===== src/rtl/mul_arbiter_pkg.sv =====
// Shared constants and types for the multiplier arbiter slice.
// REQ_* name the requester slots. MUL_* set the default operand widths and the burst cap.
// DIVMUL is 1/26 in Q14, used by normalize.
package mul_arbiter_pkg;

  localparam int REQ_NORM     = 0;
  localparam int REQ_ISR      = 1;
  localparam int REQ_DNN      = 2;
  localparam int MUL_NREQ     = 3;

  localparam int IBIT         = 26;
  localparam int MUL_ABIT     = 2 * IBIT - 13;
  localparam int MUL_BBIT     = IBIT - 4;
  localparam int MUL_MAXBURST = 64;

  localparam int DIVMUL       = 630;

  typedef enum logic {
    ST_IDLE = 1'b0,
    ST_OWN  = 1'b1
  } arb_state_t;

endpackage


===== src/rtl/mul_arbiter_smult_pipe.sv =====
// smult_pipe: two-stage registered signed multiplier with a one-hot tag sideband.
//   Stage 1 latches the operands and the tag. Stage 2 registers the full-width product.
//   The product register only loads on a valid op, so o_p holds between results.
// Ports:
//   clk, rst_n       clock and asynchronous active-low reset (clears the valids and data)
//   i_vld, i_tag     issue strobe and one-hot issuer tag
//   i_a, i_b         signed operands
//   o_dv             one-hot result valid, equal to the issuer tag
//   o_p              signed product, ABIT+BBIT wide
//   o_busy           either stage holds a valid op
module smult_pipe
  import mul_arbiter_pkg::*;
#(
  parameter int NREQ = MUL_NREQ,
  parameter int ABIT = MUL_ABIT,
  parameter int BBIT = MUL_BBIT
) (
  input  logic                        clk,
  input  logic                        rst_n,
  input  logic                        i_vld,
  input  logic [NREQ-1:0]             i_tag,
  input  logic signed [ABIT-1:0]      i_a,
  input  logic signed [BBIT-1:0]      i_b,
  output logic [NREQ-1:0]             o_dv,
  output logic signed [ABIT+BBIT-1:0] o_p,
  output logic                        o_busy
);

  localparam int PW = ABIT + BBIT;

  logic                 r_s1_vld;
  logic [NREQ-1:0]      r_s1_tag;
  logic signed [ABIT-1:0] r_s1_a;
  logic signed [BBIT-1:0] r_s1_b;
  logic [NREQ-1:0]      r_s2_dv;
  logic signed [PW-1:0] r_p;
  logic signed [PW-1:0] w_ax;
  logic signed [PW-1:0] w_bx;

  assign w_ax = PW'(r_s1_a);
  assign w_bx = PW'(r_s1_b);

  always_ff @(posedge clk or negedge rst_n) begin
    if (!rst_n) begin
      r_s1_vld <= 1'b0;
      r_s1_tag <= '0;
      r_s1_a   <= '0;
      r_s1_b   <= '0;
      r_s2_dv  <= '0;
      r_p      <= '0;
    end else begin
      r_s1_vld <= i_vld;
      r_s1_tag <= i_vld ? i_tag : '0;
      if (i_vld) begin
        r_s1_a <= i_a;
        r_s1_b <= i_b;
      end
      r_s2_dv <= r_s1_vld ? r_s1_tag : '0;
      if (r_s1_vld) r_p <= w_ax * w_bx;
    end
  end

  assign o_dv   = r_s2_dv;
  assign o_p    = r_p;
  assign o_busy = r_s1_vld | (|r_s2_dv);

endmodule


===== src/rtl/mul_arbiter.sv =====
// mul_arbiter: shares one pipelined signed multiplier among NREQ requesters.
//   Round-robin arbitration with burst lock and a MAXBURST forced release.
//   Each product goes back to its issuer with a one-hot dv_o tag.
// Ports:
//   clk, rst_n      clock and asynchronous active-low reset
//   req_i, lock_i   per-requester request and burst-lock
//   a_i, b_i        packed per-requester operands (slice k = requester k)
//   gnt_o           registered one-hot grant (zero = no owner)
//   dv_o, p_o       tagged result valid and full-precision product
//   busy_o          the multiplier pipeline holds a valid op
//   ovr_o           one-cycle pulse when a lock is cut at MAXBURST
//
// state   | meaning
// ST_IDLE | no owner; grant the first requester at/after r_rr (no issue this cycle)
// ST_OWN  | r_own holds the grant; req issues; lock keeps the grant, otherwise it moves on
module mul_arbiter
  import mul_arbiter_pkg::*;
#(
  parameter int NREQ     = MUL_NREQ,
  parameter int ABIT     = MUL_ABIT,
  parameter int BBIT     = MUL_BBIT,
  parameter int MAXBURST = MUL_MAXBURST
) (
  input  logic                   clk,
  input  logic                   rst_n,
  input  logic [NREQ-1:0]        req_i,
  input  logic [NREQ-1:0]        lock_i,
  input  logic [NREQ*ABIT-1:0]   a_i,
  input  logic [NREQ*BBIT-1:0]   b_i,
  output logic [NREQ-1:0]        gnt_o,
  output logic [NREQ-1:0]        dv_o,
  output logic [ABIT+BBIT-1:0]   p_o,
  output logic                   busy_o,
  output logic                   ovr_o
);

  localparam int PTRW = (NREQ > 1) ? $clog2(NREQ) : 1;
  localparam int CW   = $clog2(MAXBURST);

  arb_state_t      r_state;
  logic [NREQ-1:0] r_gnt;
  logic [PTRW-1:0] r_own;
  logic [PTRW-1:0] r_rr;
  logic [CW-1:0]   r_cnt;
  logic            r_ovr;

  logic            w_issue;
  logic            w_lock_own;
  logic            w_cut;
  logic            w_move;
  logic [PTRW-1:0] w_own_inc;
  logic [PTRW-1:0] w_start;
  logic [NREQ-1:0] w_nxt_gnt;
  logic [PTRW-1:0] w_nxt_own;
  logic            w_found;
  logic [ABIT-1:0] w_a;
  logic [BBIT-1:0] w_b;

  assign w_issue    = |(req_i & r_gnt);
  assign w_lock_own = |(lock_i & r_gnt);
  assign w_cut      = w_issue & w_lock_own & (r_cnt == CW'(MAXBURST - 1));
  assign w_move     = ~w_lock_own | w_cut;
  assign w_own_inc  = (r_own == PTRW'(NREQ - 1)) ? '0 : r_own + 1'b1;
  // In IDLE, r_rr already equals the previous owner + 1, so both states search the same way.
  assign w_start    = (r_state == ST_OWN) ? w_own_inc : r_rr;

  // Rotating search: the first requester at/after w_start. The current owner comes last.
  always_comb begin
    w_nxt_gnt = '0;
    w_nxt_own = '0;
    w_found   = 1'b0;
    for (int i = 0; i < NREQ; i++) begin
      logic [PTRW-1:0] idx;
      idx = PTRW'((int'(w_start) + i) % NREQ);
      if (!w_found && req_i[idx]) begin
        w_found        = 1'b1;
        w_nxt_own      = idx;
        w_nxt_gnt[idx] = 1'b1;
      end
    end
  end

  always_comb begin
    w_a = '0;
    w_b = '0;
    for (int k = 0; k < NREQ; k++) begin
      if (r_gnt[k]) begin
        w_a = a_i[k*ABIT +: ABIT];
        w_b = b_i[k*BBIT +: BBIT];
      end
    end
  end

  always_ff @(posedge clk or negedge rst_n) begin
    if (!rst_n) begin
      r_state <= ST_IDLE;
      r_gnt   <= '0;
      r_own   <= '0;
      r_rr    <= '0;
      r_cnt   <= '0;
      r_ovr   <= 1'b0;
    end else begin
      r_ovr <= 1'b0;
      case (r_state)
        ST_IDLE: begin
          r_cnt <= '0;
          if (w_found) begin
            r_gnt   <= w_nxt_gnt;
            r_own   <= w_nxt_own;
            r_state <= ST_OWN;
          end
        end
        ST_OWN: begin
          if (w_move) begin
            r_rr    <= w_own_inc;
            r_gnt   <= w_nxt_gnt;
            r_own   <= w_nxt_own;
            r_cnt   <= '0;
            r_ovr   <= w_cut;
            r_state <= w_found ? ST_OWN : ST_IDLE;
          end else if (w_issue) begin
            r_cnt <= r_cnt + 1'b1;
          end
        end
        default: r_state <= ST_IDLE;
      endcase
    end
  end

  smult_pipe #(
    .NREQ (NREQ),
    .ABIT (ABIT),
    .BBIT (BBIT)
  ) u_pipe (
    .clk    (clk),
    .rst_n  (rst_n),
    .i_vld  (w_issue),
    .i_tag  (r_gnt),
    .i_a    (w_a),
    .i_b    (w_b),
    .o_dv   (dv_o),
    .o_p    (p_o),
    .o_busy (busy_o)
  );

  assign gnt_o = r_gnt;
  assign ovr_o = r_ovr;

endmodule

===== config.mk =====
export PLATFORM = sky130hd
export DESIGN_NAME = mul_arbiter
export DESIGN_NICKNAME = d
export VERILOG_FILES = /design/src/rtl/mul_arbiter_pkg.sv /design/src/rtl/mul_arbiter_smult_pipe.sv /design/src/rtl/mul_arbiter.sv
export SDC_FILE = /design/constraint.sdc
export NUM_CORES = 2
export LEC_CHECK = 0
export ABC_AREA = 1
export CAP_MARGIN = 5
export CORE_MARGIN = 4
export CORE_UTILIZATION = 40
export CTS_BUF_LIST = sky130_fd_sc_hd__clkbuf_4
export DETAILED_ROUTE_END_ITERATION = 10
export PLACE_DENSITY = 0.65
export SETUP_SLACK_MARGIN = 0.15
export SLEW_MARGIN = 20
export SYNTH_ARGS = -nofsm -noshare
export SYNTH_HDL_FRONTEND = slang
export SYNTH_SLANG_ARGS = --single-unit

===== constraint.sdc =====
create_clock -name clk -period 18.7 [get_ports clk]
set_clock_uncertainty 0.1 [all_clocks]
set_input_delay 5.61 -clock clk [delete_from_list [all_inputs] [get_ports clk]]
set_output_delay 5.61 -clock clk [all_outputs]
set_load 0.01 [all_outputs]

==> summary.txt <==
Status
  – Outcome: complete, no violations

Detailed routing
  – First-pass detailed-route iteration total: 5
  – Routed length per instance: 18.69 um
  – Post-route DRC: 0
  – Detail Route Antenna Nets: 0
  – WL final: 117.5 mm
  – Vias: 31170
  – DR iter-0 viols: 2041
  – Via/cell ratio: 4.959

Finish
  – Filler cell count: 9520
  – Area grow syn2layout: 10.65%
  – Final #Nets: 6223
  – Final core occ: 44.85%
  – Multi-input logic area: 28670 sq um
  – Post-Layout Cell Count: 6286
  – Register Area: 3621 sq um
  – Share of cells above drive strength 1: 3.340%

Job
  – Number of max-cap violations: 0

CTS
  – Clk buf depth: 2
  – CTS H-tree lvls: 4
  – Worst skew pair latency: 0.70 ns
  – Cts hold-fix bufs: 0
  – CTS tree: yes
  – Post-CTS resize count: 0
  – Sink Count: 144
  – CTS buffer count: 17
  – Worst-path clk slew: 0.16 ns
  – Clk root buf: clkbuf_4
  – Number of post-CTS setup repair buffers: 0

Placed design
  – Routability cong.: 0.9382
  – # port buffers: 259
  – Dpl cells: 6251
  – Detailed placement HPWL: 91.59 mm

Yosys
  – Most common cell in the netlist: nand2_1
  – Primary FF master, synth: dfrtp_1
  – Yosys top cell by area: fa_1
  – Synth unique cells: 42
  – Mapped Cells: 4908
  – Synth Area in Simple Gates: 20.16%
  – Area share of the largest cell type after synthesis: 44.24%
  – Mux cell area share after synthesis: 0%
  – Register bit total from synthesis: 144
  – Synthesized-area fraction occupied by adder cells: 49.96%
  – Avg Inst Size Synth: 7.753 sq um
  – Xor/xnor share of the synthesized area: 0.6214%
  – Number of synthesis warnings: 0
  – Compound-cell area share of the yosys netlist: 4.564%
  – Post-synth EDFFs: 0
  – Top cells by area, synth: fa_1 44%, nand2_1 15%, inv_1 13%
  – Largest family of logic cells by synthesized area: adder cells
  – Post-synth top cells: 1553 x nand2_1, 1311 x inv_1, 841 x fa_1, 190 x clkbuf_1, 175 x nor2_1
  – Ys async rst share: 100.0%
  – Seq/Total Area, Yosys: 9.469%
  – Syn Nets: 6114
  – Synthesized cell area: 38050 sq um

STA
  – Final hold viol count: 0
  – Slew headroom: 17.79%
  – Final Max Tran Viols: 0
  – Setup TNS: 0 ns
  – FMAX: 0.1239 GHz
  – Final period utilization: 43.17%
  – Final setup violation count: 0
  – Slew @ Worst Pin: 1.233 ns
  – Hold Slack: 0.3948 ns
  – Minimum clock period after layout: 8.073 ns
  – RSZ-0062 raised after global routing: no

GRT
  – Initial antenna violation count: 2
  – First-pass GRT wire length: 189.3 mm
  – Vias in the first global route: 33450
  – Global route overflow: 0
  – Largest net degree at the start of global routing: 101
  – GRT Util Overall: 24.61%

Critical path
  – Crit. End Element: output pin
  – Largest stage delay, worst path: 0.54 ns
  – Arr. time, crit path: 2.36 ns
  – Cell family with most CP delay: buffers and inverters
  – Crit path launch type: flip-flop
  – Crit Path Max Fanout: 43
  – Crit path kind: reg2out
  – Required @ worst endpoint: 12.99 ns
  – CP max-delay cell: clkdlybuf4s50_1
  – CP Cell Sequence: buf_4 > inv_2 > nand2_1 > clkdlybuf4s50_1
  – WP buf/inv: 3

Floorplan
  – Starting density of the core: 40.53%
  – Die Area: 100100 sq um
  – Core Area: 93890 sq um
  – Die Y: 316.4 um
  – Die W: 316.4 um
  – Row Count: 112
  – Top Ports: 260

Hold path
  – Min-delay worst type: reg2reg
## metrics by stage
step | setup slack, ns | area [sq um]
floorplan | 11.84 | 38050
global placement | 10.66 | 41770
detailed placement | 10.67 | 41770
CTS | 10.54 | 42080
global route | 10.14 | 42110
finish | 10.63 | 42110
## final timing paths
path / from / to / slack [ns] / cells past startpoint
max: u_pipe.r_s1_vld$_DFF_PN0_ / busy_o / 10.63 / 4
min: u_pipe.o_p[51]$_DFFE_PN0P_ / u_pipe.o_p[51]$_DFFE_PN0P_ / 0.39 / 2
max reg2reg: u_pipe.r_s1_a[38]$_DFFE_PN0N_ / u_pipe.o_p[54]$_DFFE_PN0P_ / 10.84 / 23
min reg2reg: u_pipe.o_p[51]$_DFFE_PN0P_ / u_pipe.o_p[51]$_DFFE_PN0P_ / 0.39 / 2
max in group asynchronous: rst_n / u_pipe.o_p[45]$_DFFE_PN0P_ / 12.22 / 2
min in group asynchronous: rst_n / u_pipe.r_s1_b[20]$_DFFE_PN0N_ / 4.87 / 1
## final cells by class
class	instances	share of cell area, %
diodes	2	0.01189
well taps	1254	3.726
clock inverters	15	0.4398
multi-input cells	3227	68.09
flip-flops and latches	144	8.600
repair buffers	310	7.087
clock buffers	17	0.3031
inverters	1317	11.74
## state kept, by name, summed over array words and instances, names as in the netlist, 3 cells and up
register and flops:
u_pipe.r_s1_tag 3, gnt_o 3, u_pipe.r_s1_a 39, u_pipe.o_dv 3, u_pipe.o_p 61, u_pipe.r_s1_b 22
r_cnt 6
## layout by cell type, fill, tap and decap left out, types with 3 or more instances in the layout
cell             netlist  layout
a221o_1               10      10
a31oi_1               51      51
nand4_1               25      25
inv_6                  0       5
nor3_1                10      10
inv_8                  0       5
o31ai_1                3       3
nand3_2               10       9
nor4_1                 3       3
clkbuf_4               0      17
nand2_1             1553    1553
nor2_1               175     175
o21bai_1              15      15
dfrtp_2                0      11
and3_1                 4       4
nor2_2                23      22
o211ai_1              12      12
nand3b_1               6       6
nand2_2               21      21
or2_1                  3       3
o21ai_0               44      44
dfrtp_1              144     132
buf_4                  0      50
inv_2                  6       7
a22o_1                51      51
a21oi_1               56      56
xor2_1                 5       5
inv_1               1311    1310
nand3_1               86      86
ha_1                 174     174
clkdlybuf4s50_1        0     258
o21ai_1                7       7
xnor2_1               22      22
nor2_4                 3       4
fa_1                 841     841
## tightest hold or removal path, cell delays in order, from the launching register on
cell	delay (ns)
dfrtp_1	0.36
nand2_1	0.05
nand2_1	0.05
## routing by layer
metal  GRT usage [%]  up-vias  routed length, um
met3           3.398      296               7169
met5               0        -                  0
met2           42.37     1105              58130
met1           30.75    15540              46070
met4           11.46        0               6137
li1                -    14230                  -
## logic make-up (layout without fill, tap and decap cells)
logic type / count (synthesis) / count (layout)
simple gates: 1926 / 1926
xor+xnor: 27 / 27
compound gates: 259 / 259
flops: 144 / 144
fa+ha+maj: 1015 / 1015
other cells: 0 / 2
buf+inv: 1537 / 1659
Power is not shown: default switching activity piles up to over one toggle a cycle in this logic, so the estimate is an artifact.
